<file path="config.mk">
export PLATFORM = sky130hd
export DESIGN_NAME = fa2_sum_accumulator
export DESIGN_NICKNAME = d
export VERILOG_FILES = /design/src/rtl/fa2_sum_accumulator.sv
export SDC_FILE = /design/constraint.sdc
export NUM_CORES = 1
export LEC_CHECK = 0
export ABC_AREA = 1
export BUFFER_PORTS_ARGS = -buffer_cell sky130_fd_sc_hd__buf_2
export CAP_MARGIN = 0
export CORE_MARGIN = 2
export CORE_UTILIZATION = 50
export DETAILED_ROUTE_END_ITERATION = 6
export PLACE_DENSITY = 0.72
export SLEW_MARGIN = 15
export SYNTH_ARGS = -nofsm -noshare
export SYNTH_HDL_FRONTEND = slang
export SYNTH_SLANG_ARGS = --single-unit
export TNS_END_PERCENT = 30
</file>
<file path="constraint.sdc">
create_clock -name clk -period 1.6 [get_ports clk]
set_input_delay 0.4 -clock clk [delete_from_list [all_inputs] [get_ports clk]]
set_output_delay 0.4 -clock clk [all_outputs]
set_load 0.02 [all_outputs]
</file>
<file path="src/rtl/fa2_sum_accumulator.sv">
// fa2_sum_accumulator: sums SAMPLES adder outputs into a total with sticky overflow; define ACC_SAT_EN to saturate instead of wrap
module fa2_sum_accumulator #(
  parameter int SAMPLES = 4,
  parameter int ACC_W = 5
) (
  input  logic             clk,
  input  logic             rst_n,
  input  logic             clr,
  input  logic             in_valid,
  output logic             in_ready,
  input  logic [2:0]       in_sum,
  output logic             out_valid,
  input  logic             out_ready,
  output logic [ACC_W-1:0] out_total,
  output logic             out_overflow
);
  localparam logic [0:0] ACCUM = 1'b0;
  localparam logic [0:0] DONE = 1'b1;
  logic [0:0] state_q, state_d;
  logic [ACC_W-1:0] acc_q, acc_d, acc_n, total_q, total_d;
  logic [3:0] cnt_q, cnt_d;
  logic ovf_q, ovf_d, oflow_q, oflow_d;
  logic [ACC_W:0] sum;
  logic xfer, last;
  assign in_ready = state_q == ACCUM;
  assign out_valid = state_q == DONE;
  assign out_total = total_q;
  assign out_overflow = oflow_q;
  assign xfer = in_valid && in_ready;
  assign last = cnt_q == 4'(SAMPLES - 1);
  assign sum = {1'b0, acc_q} + {{(ACC_W-2){1'b0}}, in_sum};
`ifdef ACC_SAT_EN
  assign acc_n = sum[ACC_W] ? '1 : sum[ACC_W-1:0];
`else
  assign acc_n = sum[ACC_W-1:0];
`endif
  always_comb begin
    state_d = state_q;
    acc_d = acc_q;
    cnt_d = cnt_q;
    ovf_d = ovf_q;
    total_d = total_q;
    oflow_d = oflow_q;
    if (clr) begin
      state_d = ACCUM;
      acc_d = '0;
      cnt_d = '0;
      ovf_d = 1'b0;
    end else if (xfer) begin
      acc_d = last ? '0 : acc_n;
      cnt_d = last ? '0 : cnt_q + 4'd1;
      ovf_d = ovf_q | sum[ACC_W];
      state_d = last ? DONE : ACCUM;
      total_d = last ? acc_n : total_q;
      oflow_d = last ? ovf_d : oflow_q;
    end else if (out_valid && out_ready) begin
      state_d = ACCUM;
      ovf_d = 1'b0;
    end
  end
  always_ff @(posedge clk or negedge rst_n) begin
    if (!rst_n) begin
      state_q <= ACCUM;
      acc_q <= '0;
      cnt_q <= '0;
      ovf_q <= 1'b0;
      total_q <= '0;
      oflow_q <= 1'b0;
    end else begin
      state_q <= state_d;
      acc_q <= acc_d;
      cnt_q <= cnt_d;
      ovf_q <= ovf_d;
      total_q <= total_d;
      oflow_q <= oflow_d;
    end
  end
endmodule

</file>
# Word-level counts from Yosys, hierarchy flattened

Cells that the tools add are included.

Add/sub/neg operators: 2
Eq/ne operators: 1
Multiplexer cells: 12
Bitwise operators: 3
Reductions and logical operators: 5

Operators by type and width:

| kind                                           | count |
|---|---|
| two-way mux 5 bit                              | 3 |
| two-way mux 4 bit                              | 3 |
| adder 5 x 3 -> 6 bit                           | 1 |
| two-way mux 1 bit                              | 6 |
| adder 4 x 1 -> 4 bit (second input constant)   | 1 |
| == test 4 x 2 -> 1 bit (second input constant) | 1 |
| AND reduction 3 bit                            | 1 |
| nonzero test 3 bit                             | 1 |
| logical AND 1 bit                              | 2 |
| NOT 1 bit                                      | 2 |
| nonzero test 2 bit                             | 1 |
| bitwise OR 1 bit                               | 1 |

Register bits after elaboration: 17
Input bits: 8
Output and inout bits: 8
Word-level logic and storage cells: 29

# Longest topological paths before layout

Depth after elaboration: 4
Gate-level depth with buffers: 8

# Worst setup path after synthesis

No wires, ideal clock.

Path kind: input to register
Start: input in_sum[0]
End: register total_q[4] (netlist: out_total[4])
Library setup time: 0.116 ns
Arrival: 1.343 ns
Data required time: 1.484 ns
Setup slack: 0.141 ns
Stages: 8
Cells stage by stage: ha_1 fa_1 nand3_1 nand2_1 nand2_1 nand2_1 nand2_1 nand2_1

Longest elaborated chain between the ends: 1

RTL lines:

| what                   | line | source |
|---|---|---|
| start: declaration     | 11   | `input logic [2:0] in_sum,` |
| adder 5 x 3 -> 6 bit   | 31   | `assign sum = {1'b0, acc_q} + {{(ACC_W-2){1'b0}}, in_sum};` |
| end signal: assignment | 74   | `total_q <= total_d;` |
| end: declaration       | 20   | `logic [ACC_W-1:0] acc_q, acc_d, acc_n, total_q, total_d;` |

Every way passes these cells.
A chain may end at the register's enable or synchronous reset.

# Worst setup path in the final report

Start: register acc_q[0]
End: register total_q[4] (netlist: out_total[4])

Longest elaborated chain between the ends: 1

RTL lines:

| what                     | line | source |
|---|---|---|
| start: declaration       | 20   |  |
| start signal: assignment | 64   | `acc_q <= '0;` |
| start signal: assignment | 71   | `acc_q <= acc_d;` |
| adder 5 x 3 -> 6 bit     | 31   |  |

Every way passes these cells.

==> metrics.txt <==
status complete, no violations; Post-CTS Resized 0; Final min period 1.461 ns; syn avg cell area 8.301 µm²; Slew headroom 0.7417; Worst Path Max Fanout 2; 1st-iter DRT viols 21; CORE AREA 0.001764 mm²; Synthesis Warnings 0; worst-case clock buffer depth 2; initial antenna violation count 0; share of cells above drive strength 1 0.2593; final instance area 0.001097 mm²; kind of critical path flip-flop to flip-flop; Layout area overhead 14.94%; max-slew violation count 0; setup TNS 0 ns; initial core utilization 0.5411; met2 wire length 791 µm; RD Place Congestion 0.8154; PnR worst setup slack 0.1392 ns; Max IR drop VDD 0.6699 mV; grt ovf 0; Total Routed Length 1.685 mm; max-cap viol count 0; pre-CTS WS -0.03682 ns; fillcell total 177; Root Buffer clkbuf_4; post-route ant nets 0; Die H 47.70 µm; GRT Total Usage 0.1902; port buffer count 15; Critical Path Start Type flip-flop; Worst R2R Start acc_q[0]$_DFFE_PN0P_; share of the synthesized area in the top cell type 0.4456; Synth area leaders dfrtp_1, nand2_1, nand3_1; Critical Path Sink Type flip-flop; Clock Sinks 17; drt wl/cell 10.53 µm; DRC errors left 0; hold bufs inserted after CTS 0; Skew-Pair Late Insertion Delay 0.29 ns; maximum number of pins on one net before global-route repair 18; Mapped Area 954.7 µm²; setup slack, reg-to-reg 0.14 ns; CTS tree built; clock slew at the register clock pins of the worst setup and hold paths 0.09 ns; RSZ-0062 raised after global routing false; Die Area 0.002275 mm²; reg-to-reg endpoint out_total[4]$_DFFE_PN0P_; fmax 684.6 MHz; wl on met1 804 µm; Num CTS Buffers 3; Final Hold Viols 0; placed cell count 156; Yosys top cell by area dfrtp_1; cells after synthesis 115; leakage power 0.6257 nW; Detailed Place HPWL 1.290 mm; dpl cell area 0.001069 mm²; Top Metal Used met4; Inserted Diodes 0; Seq/Total Area, Yosys 0.4456; vias in the first global route 676; commonest non-fill, non-tap cells in the layout nand2_1, dfrtp_1, buf_2, nand3_1, inv_1; WP data required 1.79 ns; FF+latch count, synth 17; endpoints failing setup 0; layout net count 149; Worst Clk Skew 0.002564 ns; Mapped Nets 128; Avg Vias per Cell 4.831; global-route wire length before repair 2.870 mm; Tot Pwr 0.8900 mW; synth unique cells 21; Pwr Density 811.1 mW/mm²; met3 WL post-DR 51 µm; post-route clock period utilization 0.9130; routed vias 773; final non-filler cell total 160; CP arrival 1.65 ns; worst min-delay path category primary input to asynchronous set/reset pin; R2R depth 8; I/O pins 16; Worst Max-Slew Pin Slew 0.3874 ns; first drt pass iteration count 4; # Post-CTS Setup Buffers 0; Std-Cell Rows 15; Horiz. Die Dim 47.70 µm; commonest non-fill, non-tap cell in the layout nand2_1; CTS H-Tree Depth 1
flip-flops by register name, indices dropped and copies added, names as in the netlist:
register	flops
acc_q	5
cnt_q	4
out_overflow	1
out_total	5
out_valid	1
ovf_q	1
layer usage:
layer  track usage  vias to the layer above
met5             0                        -
met4        0.1135                        0
met3       0.03396                        4
met2        0.2960                       10
met1        0.2464                      353
li1              -                      406
critical path, cell delays in order, from the launching register on:
cell and delay, ns:
dfrtp_1 0.39, ha_1 0.22, fa_2 0.36, nand3_1 0.11, nand2_1 0.06, nand2_1 0.06
nand2_1 0.06, nand2_1 0.06, nand2_1 0.04
metrics by stage:
step / utilization / hold WS (ns)
finish: 0.6220 / 0.01547
global route: 0.6220 / 0.02426
CTS: 0.6206 / 0.02228
detailed placement: 0.6057 / 0.3456
global placement: 0.6057 / 0.3420
floorplan: - / 0.1044
report_power, final:
part | leakage (nW) | internal [mW] | switching, mW
Sequential | 0.232 | 0.461 | 0.0206
Combinational | 0.378 | 0.0660 | 0.115
Clock | 0.0150 | 0.0969 | 0.130
Total | 0.626 | 0.624 | 0.266
kinds of logic (layout without fill, tap and decap cells):
logic type | Yosys count | in the layout | synth area share
compound gates | 8 | 8 | 0.05243
xor+xnor | 1 | 1 | 0.009176
fa+ha+maj | 5 | 5 | 0.07340
buf+inv | 14 | 34 | 0.05766
flops | 17 | 17 | 0.4456
simple gates | 70 | 70 | 0.3617
synthesized netlist by cell type, drive strengths merged:
cell type and number:
xor2 1, o21ai 6, inv 14, nand2 49, fa 1, a21oi 1, nand3 13, nand4 1
dfrtp 17, nor2 7, ha 4, o31ai 1
worst max path at each step:
stage | from | endpoint
3_3_place_gp | in_sum[0] | out_total[4]$_DFFE_PN0P_
3_5_place_dp | in_sum[0] | out_total[4]$_DFFE_PN0P_
5_1_grt | acc_q[0]$_DFFE_PN0P_ | out_total[4]$_DFFE_PN0P_
6_report | acc_q[0]$_DFFE_PN0P_ | out_total[4]$_DFFE_PN0P_
4_1_cts | acc_q[0]$_DFFE_PN0P_ | out_total[4]$_DFFE_PN0P_
2_1_floorplan | in_sum[0] | out_total[4]$_DFFE_PN0P_
area by class of cell:
class	instances	area, µm²	area share
Timing Repair Buffer	16	82.58	0.07526
Multi-Input combinational cell	84	476.7	0.4344
Sequential cell	17	425.4	0.3877
Clock buffer	4	26.28	0.02395
Inverter	14	55.05	0.05017
Tap cell	25	31.28	0.02851
Power figures use the tool's default switching activity.
